<file path="src/rtl/uart_pkg.sv">
// Shared UART definitions used by both the receiver and the transmitter.
package uart_pkg;

  typedef enum logic [1:0] {IDLE, START, DATA, STOP} uart_state_t;

  localparam logic UART_IDLE_LEVEL = 1'b1;

endpackage

</file>
<file path="src/rtl/uart_sync.sv">
// Two-flop synchroniser for an asynchronous single-bit input, reset to RST_VAL.
module uart_sync #(
  parameter logic RST_VAL = 1'b0
) (
  input  logic clk,
  input  logic rst,
  input  logic d,
  output logic q
);

  logic meta;

  always_ff @(posedge clk or posedge rst) begin
    if (rst) begin
      meta <= RST_VAL;
      q    <= RST_VAL;
    end else begin
      meta <= d;
      q    <= meta;
    end
  end

endmodule

</file>
<file path="src/rtl/uart_rx.sv">
// 8N1 UART receiver: mid-bit sampling FSM with held-valid/ack byte output,
// one-cycle framing-error pulse and sticky overrun flag.
module uart_rx
  import uart_pkg::*;
#(
  parameter int CLKS_PER_BIT = 16,
  parameter int DATA_BITS    = 8
) (
  input  logic                 clk,
  input  logic                 rst,
  input  logic                 rx_in,
  input  logic                 rx_ack,
  output logic [DATA_BITS-1:0] rx_data,
  output logic                 rx_valid,
  output logic                 rx_frame_err,
  output logic                 rx_overrun,
  output logic                 rx_busy
);

  localparam int TW = $clog2(CLKS_PER_BIT);
  localparam int IW = $clog2(DATA_BITS) + 1;

  localparam logic [TW-1:0] T_FULL   = TW'(CLKS_PER_BIT - 1);
  localparam logic [TW-1:0] T_HALF   = TW'(CLKS_PER_BIT / 2 - 1);
  localparam logic [IW-1:0] LAST_IDX = IW'(DATA_BITS - 1);

  logic rx_s;
  logic rx_prev;
  logic fall;

  uart_state_t          state, state_n;
  logic [TW-1:0]        timer, timer_n;
  logic [IW-1:0]        idx, idx_n;
  logic [DATA_BITS-1:0] shreg, shreg_n;
  logic                 deliver, deliver_n;
  logic                 ferr_n;
  logic [DATA_BITS-1:0] data_n;
  logic                 valid_n;
  logic                 ovr_n;

  uart_sync #(.RST_VAL(UART_IDLE_LEVEL)) u_sync (
    .clk (clk),
    .rst (rst),
    .d   (rx_in),
    .q   (rx_s)
  );

  assign fall    = rx_prev & ~rx_s;
  assign rx_busy = (state != IDLE);

  // Receive FSM, bit timer and shift register
  always_comb begin
    state_n   = state;
    timer_n   = (timer != '0) ? timer - 1'b1 : timer;
    idx_n     = idx;
    shreg_n   = shreg;
    deliver_n = 1'b0;
    ferr_n    = 1'b0;
    unique case (state)
      IDLE: begin
        if (fall) begin
          state_n = START;
          timer_n = T_HALF;
        end
      end
      START: begin
        if (timer == '0) begin
          if (!rx_s) begin
            state_n = DATA;
            timer_n = T_FULL;
            idx_n   = '0;
          end else begin
            state_n = IDLE;
            timer_n = '0;
          end
        end
      end
      DATA: begin
        if (timer == '0) begin
          // Right-shift in: after DATA_BITS samples the first wire bit sits at bit 0
          shreg_n = {rx_s, shreg[DATA_BITS-1:1]};
          idx_n   = idx + 1'b1;
          timer_n = T_FULL;
          if (idx == LAST_IDX) state_n = STOP;
        end
      end
      STOP: begin
        if (timer == '0) begin
          deliver_n = rx_s;
          ferr_n    = ~rx_s;
          state_n   = IDLE;
          timer_n   = '0;
        end
      end
      default: state_n = IDLE;
    endcase
  end

  // Consumer-side output registers
  always_comb begin
    data_n  = rx_data;
    valid_n = rx_valid;
    ovr_n   = rx_overrun;
    if (deliver) begin
      if (!rx_valid || rx_ack) begin
        data_n  = shreg;
        valid_n = 1'b1;
        ovr_n   = 1'b0;
      end else begin
        ovr_n   = 1'b1;
      end
    end else if (rx_valid && rx_ack) begin
      valid_n = 1'b0;
      ovr_n   = 1'b0;
    end
  end

  always_ff @(posedge clk or posedge rst) begin
    if (rst) begin
      rx_prev      <= UART_IDLE_LEVEL;
      state        <= IDLE;
      timer        <= '0;
      idx          <= '0;
      shreg        <= '0;
      deliver      <= 1'b0;
      rx_frame_err <= 1'b0;
      rx_data      <= '0;
      rx_valid     <= 1'b0;
      rx_overrun   <= 1'b0;
    end else begin
      rx_prev      <= rx_s;
      state        <= state_n;
      timer        <= timer_n;
      idx          <= idx_n;
      shreg        <= shreg_n;
      deliver      <= deliver_n;
      rx_frame_err <= ferr_n;
      rx_data      <= data_n;
      rx_valid     <= valid_n;
      rx_overrun   <= ovr_n;
    end
  end

endmodule

</file>
<file path="config.mk">
export PLATFORM = sky130hd
export DESIGN_NAME = uart_rx
export DESIGN_NICKNAME = d
export VERILOG_FILES = /design/src/rtl/uart_pkg.sv /design/src/rtl/uart_sync.sv /design/src/rtl/uart_rx.sv
export SDC_FILE = /design/constraint.sdc
export NUM_CORES = 1
export LEC_CHECK = 0
export ABC_AREA = 1
export BUFFER_PORTS_ARGS = -buffer_cell sky130_fd_sc_hd__clkbuf_2
export CORE_AREA = 2 2 73 75
export DETAILED_ROUTE_END_ITERATION = 16
export DIE_AREA = 0 0 75 77
export PLACE_DENSITY = 0.46
export SYNTH_ARGS = -nofsm -noshare
export SYNTH_HDL_FRONTEND = slang
export SYNTH_SLANG_ARGS = --single-unit
</file>
<file path="constraint.sdc">
create_clock -name clk -period 2.1 [get_ports clk]
set_clock_uncertainty 0.2 [all_clocks]
set_input_delay 0.315 -clock clk [delete_from_list [all_inputs] [get_ports clk]]
set_output_delay 0.315 -clock clk [all_outputs]
set_load 0.005 [all_outputs]
</file>
# Word level (Yosys, flattened, before mapping)
# Index checks and enable logic that the tools add are counted.
[totals] ff_bits=33 in_bits=4 out_inout_bits=12 word_cells=68
[op_classes] addsub=2 n_eq_ne=11 muxes=27 bitwise_logic=2 n_reduce_logical=14
[op_table] op="4-bit two-way mux" count=9
[op_table] op="4-bit one-hot mux with 4 select lines" count=1
[op_table] op="2-bit two-way mux" count=6
[op_table] op="2-bit inequality test, second input constant" count=6
[op_table] op="1-bit two-way mux" count=9
[op_table] op="2-bit one-hot mux with 4 select lines" count=1
[op_table] op="4-bit one-hot mux with 2 select lines" count=1
[op_table] op="2-bit AND reduction" count=3
[op_table] op="2-bit nonzero test" count=3
[op_table] op="5-bit AND reduction" count=1
[op_table] op="4-bit by 1-bit adder with 4-bit output, second input constant" count=1
[op_table] op="2-bit == test, second input constant" count=2
[op_table] op="4-bit by 3-bit == test with 1-bit output, second input constant" count=1
[op_table] op="4-bit logical NOT" count=1
[op_table] op="4-bit AND reduction" count=1
[op_table] op="4-bit nonzero test" count=1
[op_table] op="4-bit by 1-bit subtractor with 4-bit output, second input constant" count=1
[op_table] op="2-bit by 1-bit == test with 1-bit output, second input constant" count=1
[op_table] op="2-bit logical NOT" count=1
[op_table] op="2-bit by 1-bit inequality test with 1-bit output, second input constant" count=1
[op_table] op="1-bit AND" count=1
[op_table] op="1-bit logical AND" count=1
[op_table] op="1-bit logical NOT" count=1
[op_table] op="1-bit logical OR" count=1
[op_table] op="1-bit NOT" count=1

# Logic depth before layout (Yosys ltp)
[logic_depth] ltp_word=4 depth_mapped=9 depth_no_buf=9

# By module
# A second synthesis with hierarchy kept.
[hier_totals] hier_cells=183 hier_area_um2=1544.0
[modules_own_cells] module="uart_rx" n_inst=1 cells_each=180 area_per_inst_um2=1487.7 seq_area_each_um2=777.0
[modules_own_cells] module="uart_sync" n_inst=1 cells_each=3 area_per_inst_um2=56.3 seq_area_each_um2=52.6

# Worst setup path before layout
# No wires, ideal clock.
[synth_path] path_kind="flip-flop to flip-flop" from="register timer[0]" to="register timer[0]" setup_ns=0.078 t_arrival_ns=1.435 required_time_ns=1.822 path_slack_ns=0.387 stages_incl_launch_ff=9 n_path_buf=1 synth_period_minus_slack_ns=1.713 path_cell_list="dfrtp_1 inv_1 ha_1 nand2_4 buf_6 ha_1 a21oi_1 a21oi_1 a21boi_1"
[synth_via] elab_chain_len=4 elab_cells_between_ends=9 classes_between="add/sub: 1; mux: 6; reduce/logical: 2"
[synth_lines] item="from (decl)" line="uart_rx.sv:32" rtl="logic [TW-1:0] timer, timer_n;"
[synth_lines] item="from (signal assigned)" line="uart_rx.sv:133" rtl="timer <= timer_n;"
[synth_lines] item="4-bit by 1-bit subtractor with 4-bit output or 4-bit nonzero test (tied branches)" line="uart_rx.sv:54" rtl="timer_n = (timer != '0) ? timer - 1'b1 : timer;"
[synth_lines] item="4-bit two-way mux" line="uart_rx.sv:54"
[synth_lines] item="4-bit two-way mux, on equally long branches"
[synth_lines] item="4-bit one-hot mux with 4 select lines (*)" line="uart_rx.sv:59" rtl="unique case (state)"
[synth_lines] item="named net timer_n[0]" line="uart_rx.sv:32"
# Mark *: on every way through the listed nets, which the timed path passes. The rest lies on a longest branch.
# A chain may end at the register's enable or synchronous reset.

# Worst setup path in the final report
# Same ends and word-level chain as after synthesis.

==> results.cfg <==
[outcome]
status = finished, final reports clean

[layout]
drive_gt1_share_pct = 25.4
antenna_cells = 0
fin_nets = 208
final.fill_count = 510
syn2layout_area_growth_pct = 15.9

[setup_path]
crit_type = register to register
required_ps = 2100
path_max_fanout = 14
cp_slowest_cell = dfrtp_1
slowest_delay_ps = 410
path_buf_inv = 1
crit_family = adder cells
worstPathArrival_ps = 1810
cp_cell_sequence = inv_1 -> ha_1 -> nand2_4 -> ha_1 -> a21oi_1 -> a21oi_1 -> a21boi_1
startpoint_type = register
reg2reg_slack_ps = 290
cp-end-kind = register

[power]
vdd_drop_max_v = 0.000430
powerDensity_nw_per_um2 = 1320
total_leakage_power_nw = 0.970
p_total_w = 0.00249

[drt]
ant_nets = 0
via_count = 1168
firstDrtPassIters = 4
route.detailed.drc = 0
wl_mm = 2.89
viasPerCell = 4.31
wl_per_cell_um = 10.7
dr.first_iter.drc_count = 30

[global_route]
grt_pass1_wl_mm = 5.16
gr-total-overflow = 0
grtUsageMet3_pct = 3.94
grt_pass1_vias = 1141
grtUsageTotal_pct = 11.7
grt-busiest-layer = met2
grt_start_max_net_pins = 34
grt_util_met2_pct = 18.3
use_met1_pct = 14.5
antenna_found_initial = 0

[floorplanning]
die_w_um = 75
die_y_um = 77
floorplan.rows = 26
initial_core_util_pct = 32.6
coreArea_um2 = 4980
dieArea_um2 = 5780
num_io_pins = 16

[flow_run]
maxCapViolations = 0

[clock_tree]
htreeDepth = 2
cts_max_path_buffers = 2
clk_latency_ps = 280
clkTransAtPathRegs_ps = 70
clock-sinks = 33
cts-root-buf = clkbuf_8
numCtsBuffers = 5
cts_tree = built

[sta]
max_freq_mhz = 554
fin_setup_tns_ps = 0
period_share_pct = 86.0
period_minus_slack_ps = 1810
final_hold_viol_count = 0
setup_viol = 0
rsz0062_at_grt = no
slew_headroom_pct = 71.9
worst_pin_slew_ps = 422
slew_viol_final = 0

[yosys]
ys.flop_type = dfrtp_1
synthTopCellsByCount = 52 x nand2_1, 30 x dfrtp_1, 23 x inv_1
syn_area_um2 = 1620
synth_cell_types = 27
async_reset_ff_share_pct = 100
syn_nets = 187
yosys_warnings = 0
synth_edf_count = 0
synth_top_area_share_pct = 46.2
yosys.area.top_type = dfrtp_1
synthCells = 179
synthTopCellsByArea = dfrtp_1 46%, nand2_1 12%, inv_1 5.3%
synth.avg_cell_area_um2 = 9.07
post-synth-top-count-cell = nand2_1
synth-seq-cells = 33
yosysSeqAreaShare_pct = 51.1

[placement]
gp_congestion = 0.743
dp_hpwl_mm = 2.08
io_buffers = 15

[worst_hold_path]
hold_path_class = input port to register
==> registers in the layout, indices dropped and copies added, names as in the netlist, named ones only <==
register,count
rx_data,8
shreg,8
idx,4
timer,4
deliver,1
rx_frame_err,1
rx_overrun,1
rx_prev,1
rx_valid,1
state,1
u_sync.meta,1
u_sync.q,1
==> stage by stage <==
step           area, um2  setup WS, ps  util, %  cells  hold WS, ps
6_report            1880           294     37.8    271         36.9
3_3_place_gp        1740           375     35.0    261          146
2_1_floorplan       1620           387        -    179          119
3_5_place_dp        1740           299     35.0    261          147
4_1_cts             1880           287     37.8    271         28.5
5_1_grt             1880           157     37.8    271         30.7
==> final timing paths <==
kind	start	end	cells after the start
worst max register to register	timer[0]	timer[0]	7
worst min register to register	u_sync.meta	u_sync.q	0
worst max-delay path	timer[0]	timer[0]	7
min in group asynchronous	rst	rx_data[0]	4
worst min-delay path	rx_ack	rx_overrun	2
max in group asynchronous	rst	rx_prev	4
==> per-layer routing <==
metal / vias up / wire length (um)
met2: 13 / 1400
met5: - / 0
met1: 555 / 1380
li1: 598 / -
met4: 0 / 29
met3: 2 / 78
==> layout make-up <==
type	instances	area, um2	share of cell area [%]
inverters	27	104	5.51
clock inverters	2	37.5	1.99
flip-flops and latches	33	830	44.1
repair buffers	18	103	5.45
clock buffers	6	82.6	4.39
multi-input cells	115	639	34.0
well taps	70	87.6	4.65
==> power breakdown <==
group	internal, W	total, W	switching, W	leakage [nW]
sequential	0.000803	0.000946	0.000143	0.412
combinational	0.000367	0.000930	0.000563	0.500
clock	0.000386	0.000617	0.000231	0.0574
total	0.00156	0.00249	0.000938	0.970
==> logic make-up (layout without fill, tap and decap cells) <==
group	count (synthesis)	count (layout)	synth area share (%)
AND/OR/NAND/NOR	80	80	25.1
flip-flops	33	33	51.1
buffers and inverters	31	53	9.55
AO/OA/AOI/OAI	30	30	10.6
adder cells (fa/ha/maj)	4	4	3.08
XOR/XNOR	1	1	0.539
==> layout by cell type (no fill, tap or decap), types with 2 or more instances in the layout <==
cell / count
nand2_1: 52
dfrtp_1: 30
inv_1: 23
clkbuf_2: 15
o21ai_0: 14
nand2_2: 7
nand3_1: 7
o21ai_1: 6
clkbuf_8: 6
nor2_1: 4
ha_1: 4
nand2_4: 3
nor2_4: 3
o21ai_2: 3
inv_2: 3
a21oi_1: 3
dfstp_2: 3
nor2_8: 2
dlygate4sd3_1: 2
==> repair_timing <==
action / 4_1_cts / 5_1_grt
setup buffers: 0 / 0
resized for setup: 0 / 0
hold buffers: 2 / 0
hold endpoints to repair: 31 / 0
Power figures use the tool's default switching activity.
